--- src/rtl/nibble_packer.sv ---
// nibble_packer
// Packs NIBBLES consecutive WIDTH-bit nibbles into one word and presents it on
// a registered valid/ready output. Nibble k of a word sits at
// bits [k*WIDTH +: WIDTH]. A closed word that cannot reach the output yet waits
// in the packing register, and while it waits the input is stalled.
//
// Ports:
//   clock      - sole clock, rising edge
//   reset      - synchronous active-high reset
//   clear      - synchronous flush-and-discard, same effect as reset
//   in_data    - incoming nibble
//   in_valid   - in_data valid this cycle
//   in_ready   - block accepts in_data this cycle (state-only, no in_valid path)
//   flush      - close the current partial word early, zero-padding the rest
//   out_word   - packed word
//   out_count  - number of valid nibbles in out_word (1..NIBBLES)
//   out_valid  - out_word/out_count valid
//   out_ready  - consumer takes the word this cycle
module nibble_packer #(
    parameter int NIBBLES = 8,
    parameter int WIDTH   = 4
) (
    input  logic                         clock,
    input  logic                         reset,
    input  logic                         clear,
    input  logic [WIDTH-1:0]             in_data,
    input  logic                         in_valid,
    output logic                         in_ready,
    input  logic                         flush,
    output logic [NIBBLES*WIDTH-1:0]     out_word,
    output logic [$clog2(NIBBLES):0]     out_count,
    output logic                         out_valid,
    input  logic                         out_ready
);

    localparam int IW = $clog2(NIBBLES);
    localparam int CW = IW + 1;
    localparam int DW = NIBBLES * WIDTH;

    logic [DW-1:0] pack;
    logic [IW-1:0] idx;
    logic          pack_full;
    logic [CW-1:0] held_count;

    logic          xfer;
    logic          out_free;
    logic          close;
    logic [DW-1:0] pack_next;
    logic [CW-1:0] cnt_next;

    assign in_ready = !pack_full;
    assign xfer     = in_valid && in_ready;
    // The output slot can take a new word if empty or being drained this edge.
    assign out_free = !out_valid || out_ready;

    always_comb begin
        pack_next = pack;
        for (int k = 0; k < NIBBLES; k++) begin
            if (xfer && idx == IW'(k)) begin
                pack_next[k*WIDTH +: WIDTH] = in_data;
            end
        end
    end

    // Count includes a nibble accepted in the same cycle as the close.
    assign cnt_next = {1'b0, idx} + CW'(xfer);

    // A held word is already closed, so nothing new can close while pack_full.
    // A flush with nothing written (cnt_next == 0) never produces a word.
    assign close = !pack_full &&
                   ((xfer && idx == IW'(NIBBLES-1)) || (flush && cnt_next != '0));

    always_ff @(posedge clock) begin
        if (reset || clear) begin
            pack       <= '0;
            idx        <= '0;
            pack_full  <= 1'b0;
            held_count <= '0;
            out_word   <= '0;
            out_count  <= '0;
            out_valid  <= 1'b0;
        end else if (pack_full) begin
            // Waiting word moves out as soon as the output slot frees up.
            if (out_free) begin
                out_word   <= pack;
                out_count  <= held_count;
                out_valid  <= 1'b1;
                pack       <= '0;
                pack_full  <= 1'b0;
                idx        <= '0;
            end
        end else if (close) begin
            idx <= '0;
            if (out_free) begin
                out_word  <= pack_next;
                out_count <= cnt_next;
                out_valid <= 1'b1;
                pack      <= '0;
            end else begin
                pack       <= pack_next;
                held_count <= cnt_next;
                pack_full  <= 1'b1;
            end
        end else begin
            pack <= pack_next;
            if (xfer) begin
                idx <= idx + 1'b1;
            end
            if (out_valid && out_ready) begin
                out_valid <= 1'b0;
            end
        end
    end

endmodule

--- config.mk ---
export PLATFORM = sky130hd
export DESIGN_NAME = nibble_packer
export DESIGN_NICKNAME = d
export VERILOG_FILES = /design/src/rtl/nibble_packer.sv
export SDC_FILE = /design/constraint.sdc
export NUM_CORES = 1
export LEC_CHECK = 0
export CAP_MARGIN = 5
export CORE_MARGIN = 2
export CORE_UTILIZATION = 55
export CTS_CLUSTER_DIAMETER = 40
export CTS_CLUSTER_SIZE = 25
export DETAILED_ROUTE_END_ITERATION = 10
export GPL_TIMING_DRIVEN = 0
export PLACE_DENSITY = 0.78
export SLEW_MARGIN = 20
export SYNTH_ARGS = -nofsm -noshare
export SYNTH_HDL_FRONTEND = slang
export SYNTH_SLANG_ARGS = --single-unit
--- constraint.sdc ---
create_clock -name clock -period 3.49 [get_ports clock]
set_clock_uncertainty 0.2 [all_clocks]
set_input_delay 0.5235 -clock clock [delete_from_list [all_inputs] [get_ports clock]]
set_output_delay 0.5235 -clock clock [all_outputs]
set_load 0.05 [all_outputs]
==> results.sh, run 1 <==
export IMPL_ir_drop_mv=0.235
export IMPL_syn_inst=399
export IMPL_coreArea_mm2=0.00676
export IMPL_die_area_mm2=0.00764
export IMPL_gp_congestion=0.885
export IMPL_tightest_slew_ns=0.709
export IMPL_crit_path_end_kind="register"
export IMPL_synth_top_area_share_pct=40.3
export IMPL_yosys_cell_types_count=45
export IMPL_cpPeakStageDelay_ns=0.54
export IMPL_netlist_area_mm2=0.00383
export IMPL_cp_num_buf_inv=4
export IMPL_hold_class="register to register"
export IMPL_yosysMostFrequentCell="nand2_1"
export IMPL_postPlaceCellArea_mm2=0.00440
export IMPL_nets=475
export IMPL_seq_area_frac_synth_pct=40.3
export IMPL_rsz0062_at_grt="false"
export IMPL_post_place_ws_ns=0.0112
export IMPL_timing_hold_ws_ns=0.252
export IMPL_ctsResizeCount=0
export IMPL_post_route_period_util_pct=89.8
export IMPL_cpMostUsedCell="ha_1"
export IMPL_maxCapViolCount=0
export IMPL_dp_hpwl_um=6050
export IMPL_ctsHoldBuffers=0
export IMPL_required_ns=3.57
export IMPL_vias=3132
export IMPL_drt_iter0_markers=163
export IMPL_min_period_ns=3.13
export IMPL_die_y_um=87.4
export IMPL_num_rows=30
export IMPL_fin_tns_setup_ns=0
export IMPL_firstDrtPassIters=5
export IMPL_cts_buffers=9
export IMPL_diodes=0
export IMPL_antenna_left=0
export IMPL_port_buffers=47
export IMPL_post_cts_buffers=0
export IMPL_drive_gt1_share_pct=14.9
export IMPL_ys_seq_elements=77
export IMPL_clock_sinks=77
export IMPL_clk_latency_ns=0.35
export IMPL_drc=0
export IMPL_yosysTopAreaCell="dfxtp_1"
export IMPL_synth_edf_count=0
export IMPL_grt_ovfl_total=0
export IMPL_clk_pin_slew_ns=0.08
export IMPL_critPathSlowestCell="clkdlybuf4s50_1"
export IMPL_grt_pass1_vias=3051
export IMPL_root_buffer="clkbuf_8"
export IMPL_die_x_um=87.4
export IMPL_cp_start_kind="input pin"
export IMPL_cts_tree="built"
export IMPL_synth_area_per_cell_um2=9.59
export IMPL_powerDensity_mw_per_mm2=393
export IMPL_drt_wl_total_um=8740
export IMPL_crit_chain="clkdlybuf4s50_1 -> buf_2 -> nor2b_1 -> ha_1 -> ha_1 -> o21ai_4 -> nand2_1 -> o31ai_2 -> buf_6 -> buf_12 -> mux2i_1"
export IMPL_setup_viol=0
export IMPL_detail_route_wl_per_cell_um=16.1
export IMPL_timing_final_ws_setup_ns=0.357
export IMPL_power_total_w=0.00182
export IMPL_fmaxAchievable_mhz=319
export IMPL_ys_warn_count=0
export IMPL_status="finished, final reports clean"
export IMPL_syn_nets=417
export IMPL_syn_to_final_growth_pct=20.8
export IMPL_synth_area_leaders="dfxtp_1, mux2i_1, nand2_1, mux2_2, a22oi_1"
export IMPL_critPathTopFamily="buffers and inverters"
export IMPL_cts_max_level=3
export IMPL_track_usage_pct=24.6
export IMPL_synth_common_cells="nand2_1, dfxtp_1, mux2i_1"
export IMPL_p_leak_nw=1.82
export IMPL_drv_slew=0
export IMPL_worst_ep_arrival_time_ns=3.22
export IMPL_synthFlopType="dfxtp_1"
export IMPL_finalHoldViolCount=0
export IMPL_worstSetupPathType="input pin to register"
export IMPL_antenna_found_initial=0
export IMPL_start_util_pct=56.6
export IMPL_final_cell_area_mm2=0.00462
export IMPL_grt_max_degree=14
export IMPL_relSlewSlack_pct=52.6
export IMPL_clock_path_buffers=2
export IMPL_critical_path_peak_fanout=10
export IMPL_ioPinCount=48
export IMPL_ys_async_sr_fraction_pct=0
export IMPL_grt_first_pass_wirelength_um=14500
export IMPL_vias_per_cell=5.78
==> path summary, 6_finish.rpt <==
check                         from                        end  slack [ns]  cells past startpoint
max                       in_valid  out_word[25]$_SDFFE_PP0P_        0.36                     11
min          pack[31]$_SDFFE_PP0P_      pack[31]$_SDFFE_PP0P_        0.25                      2
max reg2reg   pack_full$_SDFF_PP0_  out_word[25]$_SDFFE_PP0P_        0.74                     10
min reg2reg  pack[31]$_SDFFE_PP0P_      pack[31]$_SDFFE_PP0P_        0.25                      2
==> per-stage QoR <==
stage          instances  util (%)
6_report             542      68.4
4_1_cts              542      68.4
5_1_grt              542      68.4
3_3_place_gp         526      65.1
2_1_floorplan        399         -
3_5_place_dp         526      65.1
==> layout by cell type, fill, tap and decap left out, drive strengths merged <==
cell	n
and4b	3
mux2i	41
a21oi	3
clkinv	1
nand3b	2
o21ai	14
and3	1
nor3	31
o2bb2ai	1
clkinvlp	2
xnor2	1
and4bb	3
a22oi	28
o211ai	1
and3b	1
nand3	1
a311oi	1
o31a	1
clkdlybuf4s50	47
dfxtp	77
nor2	3
nand4	1
inv	4
a31oi	2
bufinv	2
and2	3
or2	2
a31o	1
nand2b	1
clkbuf	27
o31ai	1
mux2	35
ha	8
nand4b	1
nor2b	3
nand2	91
buf	17
==> power breakdown <==
group,switching (W),internal [W]
Sequential,0.00000359,0.000882
Clock,0.000333,0.000424
Combinational,0.000106,0.0000689
==> logic make-up after synthesis <==
group                    count (synthesis)  synth area share, %
adder cells (fa/ha/maj)                  8                 2.62
AO/OA/AOI/OAI                           53                 11.3
AND/OR/NAND/NOR                        147                 18.2
buffers and inverters                   37                 6.21
multiplexers                            76                 21.1
flip-flops                              77                 40.3
XOR/XNOR                                 1                0.229
==> worst reg2reg max path, stage by stage, from the launching register on <==
cell and delay, ns:
dfxtp_1 0.46, buf_6 0.20, nor2b_1 0.08, ha_1 0.21
ha_1 0.35, o21ai_4 0.24, nand2_1 0.14, o31ai_2 0.21
buf_6 0.22, buf_12 0.17, mux2i_1 0.20
==> layout make-up <==
| type | count | area [um2] |
|---|---|---|
| plain buffers | 33 | 223 |
| well taps | 80 | 100 |
| repair buffers | 47 | 470 |
| fillers | 559 | 2130 |
| multi-input cells | 285 | 2050 |
| inverters | 4 | 15.0 |
| clock buffers | 11 | 141 |
| clock inverters | 5 | 83.8 |
| flip-flops and latches | 77 | 1540 |
==> layer usage <==
layer | share of wire (%) | GRT usage [%] | up-vias
met4 | 2.2 | 8.81 | 0
met2 | 47 | 38.9 | 97
met3 | 5.6 | 5.59 | 18
li1 | - | - | 1533
met1 | 46 | 32.9 | 1484
met5 | 0 | 0 | -
==> flip-flops by register name, indices dropped and copies added, names as in the netlist <==
register,cells
held_count,4
idx,3
out_count,4
out_valid,1
out_word,32
pack,32
pack_full,1
Note: power is estimated with default switching activity, not from simulation.
==> inputs of run 2 (changes only) <==
Settings changed: GPL_ROUTABILITY_DRIVEN from default to 0.
==> results of run 2 <==
Final layout, timing and power as in run 1 (identical DEF).
==> inputs of run 3 (changes only) <==
Settings changed: ABC_AREA from default to 1, PLACE_DENSITY 0.78 to 0.79, SKIP_CTS_REPAIR_TIMING from default to 1.
==> run 3 against run 2 <==
Effect of this change:
- worst hold slack better by 0.027 ns
- utilization grew 0.42 points
- final area down 4.9%
- clock-buffer cell count did not move
- via count grew 11%
- critical endpoint is now in_ready
- largest cell class unchanged
- highest routed layer unchanged
==> results.sh, run 3 <==
export IMPL_synthFlopType="dfxtp_1"
export IMPL_antenna_left=0
export IMPL_die_y_um=85.4
export IMPL_ys_async_sr_fraction_pct=0
export IMPL_relSlewSlack_pct=64.3
export IMPL_synth_area_per_cell_um2=7.26
export IMPL_clkPwrFrac_pct=34.2
export IMPL_critical_path_peak_fanout=10
export IMPL_final_cells=640
export IMPL_cp_start_kind="register"
export IMPL_grt_max_degree=13
export IMPL_crit_chain="clkinv_1 -> clkbuf_1 -> buf_2 -> clkdlybuf4s50_1"
export IMPL_die_x_um=85.4
export IMPL_cts_max_level=3
export IMPL_ys_seq_elements=77
export IMPL_seq_area_frac_synth_pct=42.4
export IMPL_rsz0062_at_grt="false"
export IMPL_diodes=0
export IMPL_yosysMostFrequentCell="nand2_1"
export IMPL_track_usage_pct=24.7
export IMPL_synth_area_leaders="dfxtp_1, nand2_1, nor2_1, o21ai_0, o221ai_1"
export IMPL_clk_latency_ns=0.34
export IMPL_root_buffer="clkbuf_8"
export IMPL_syn_inst=501
export IMPL_placedCellCount=625
export IMPL_critPathTopFamily="buffers and inverters"
export IMPL_p_int_w=0.00137
export IMPL_worst_ep_arrival_time_ns=2.39
export IMPL_hold_end="held_count[3]$_SDFFE_PP0P_"
export IMPL_timing_final_ws_setup_ns=0.373
export IMPL_grt_pass1_vias=3141
export IMPL_ys_warn_count=0
export IMPL_clock_path_buffers=2
export IMPL_reg2reg_slack_ns=0.96
export IMPL_setup_viol=0
export IMPL_ioPinCount=48
export IMPL_clk_pin_slew_ns=0.08
export IMPL_maxCapViolCount=0
export IMPL_critPathSlowestCell="clkdlybuf4s50_1"
export IMPL_clock_sinks=77
export IMPL_drive_gt1_share_pct=12.6
export IMPL_synth_top_area_share_pct=42.4
export IMPL_status="finished, final reports clean"
export IMPL_firstDrtPassIters=5
export IMPL_start_util_pct=57.0
export IMPL_port_buffers=47
export IMPL_worstSetupPathType="register to output pin"
export IMPL_drc=0
export IMPL_switchingPower_w=0.000562
export IMPL_p_comb_share_pct=18.2
export IMPL_post_place_ws_ns=0.215
export IMPL_grt_ovfl_total=0
export IMPL_post_route_period_util_pct=89.3
export IMPL_vias=3474
export IMPL_cp_num_buf_inv=4
export IMPL_r2r_start="pack_full$_SDFF_PP0_"
export IMPL_required_ns=2.77
export IMPL_hold_class="register to register"
export IMPL_min_period_ns=3.12
export IMPL_min_from="held_count[3]$_SDFFE_PP0P_"
export IMPL_cts_tree="built"
export IMPL_synth_edf_count=0
export IMPL_sequentialPowerShare_pct=47.5
export IMPL_rr_endpoint="out_word[15]$_SDFFE_PP0P_"
export IMPL_ir_drop_mv=0.380
export IMPL_coreArea_mm2=0.00639
export IMPL_cpPeakStageDelay_ns=0.84
export IMPL_num_rows=29
export IMPL_die_area_mm2=0.00728
export IMPL_yosys_cell_types_count=24
export IMPL_antenna_found_initial=0
export IMPL_final_cell_mix="nand2_1, nor2_1, dfxtp_1"
export IMPL_dp_hpwl_um=6130
export IMPL_fin_tns_setup_ns=0
export IMPL_netlist_area_mm2=0.00364
export IMPL_vias_per_cell=5.43
export IMPL_drt_wl_total_um=8600
export IMPL_powerDensity_mw_per_mm2=439
export IMPL_fmaxAchievable_mhz=321
export IMPL_yosysTopAreaCell="dfxtp_1"
export IMPL_finalHoldViolCount=0
export IMPL_top_regs="out_word (32), pack (32)"
export IMPL_drt_iter0_markers=185
export IMPL_grt_first_pass_wirelength_um=14500
export IMPL_syn_nets=519
export IMPL_crit_path_end_kind="output pin"
export IMPL_swShare_pct=29.1
export IMPL_r2r_cells=14
export IMPL_hold_depth=2
export IMPL_final_common_cell="nand2_1"
export IMPL_p_leak_nw=1.85
export IMPL_tightest_slew_ns=0.533
export IMPL_detail_route_wl_per_cell_um=13.4
export IMPL_synth_common_cells="nand2_1, nor2_1, dfxtp_1"
export IMPL_syn_to_final_growth_pct=20.8
export IMPL_cts_buffers=9
export IMPL_drv_slew=0
export IMPL_nets=577
## run 3: final cells by class
type	count	area, um2
Fill cell	555	1990
Multi-Input combinational cell	347	1750
Sequential cell	77	1540
Timing Repair Buffer	47	470
Buffer	31	176
Inverter	46	173
Clock buffer	11	141
Tap cell	77	96.3
Clock inverter	4	48.8
## run 3: metal layers
metal,track usage [%],up-vias,wire (um)
met5,0,-,0
met4,8.23,0,91
met3,4.18,9,468
met2,39.4,128,3990
met1,34.0,1603,4050
li1,-,1734,-
## run 3: power by group through the flow
stage / combinational (W) / clock [W] / sequential [W]
finish: 0.000352 / 0.000661 / 0.000917
global route: 0.000386 / 0.000701 / 0.000921
CTS: 0.000352 / 0.000669 / 0.000918
detailed placement: 0.000349 / 0 / 0.000938
global placement: 0.000346 / 0 / 0.000937
floorplan: 0.000179 / 0 / 0.00101
## run 3: worst max-delay path by stage
stage                                     from                         to  slack, ns  depth (start not counted)
final                     pack_full$_SDFF_PP0_                   in_ready       0.37                          4
after CTS                 pack_full$_SDFF_PP0_                   in_ready       0.38                          4
after detailed placement              in_valid  out_word[15]$_SDFFE_PP0P_       0.21                         16
after global placement                in_valid  out_word[20]$_SDFFE_PP0P_       0.26                         15
after floorplan                       in_valid  out_word[13]$_SDFFE_PP0P_       1.03                         14
after global routing      pack_full$_SDFF_PP0_                   in_ready       0.28                          4
## run 3: stage by stage
stage	power [W]	utilization [%]	hold WS [ns]	instance area, um2
floorplan	0.00119	-	0.241	3640
global placement	0.00128	65.9	0.253	4210
detailed placement	0.00129	65.9	0.259	4210
CTS	0.00194	68.8	0.272	4400
global route	0.00201	68.8	0.294	4400
finish	0.00193	68.8	0.279	4400
## run 3: worst min-delay path, cell delays in order (launching register included)
cell and delay, ns:
dfxtp_1 0.32, nand2_1 0.06, a21oi_1 0.05
## run 3: logic make-up (layout without fill, tap and decap cells)
kind of cell,count (synthesis),in the layout,share of synthesized area (%)
AO/OA/AOI/OAI,82,82,14.6
adder cells (fa/ha/maj),8,8,2.75
buffers and inverters,77,139,9.59
flip-flops,77,77,42.4
AND/OR/NAND/NOR,257,257,30.7
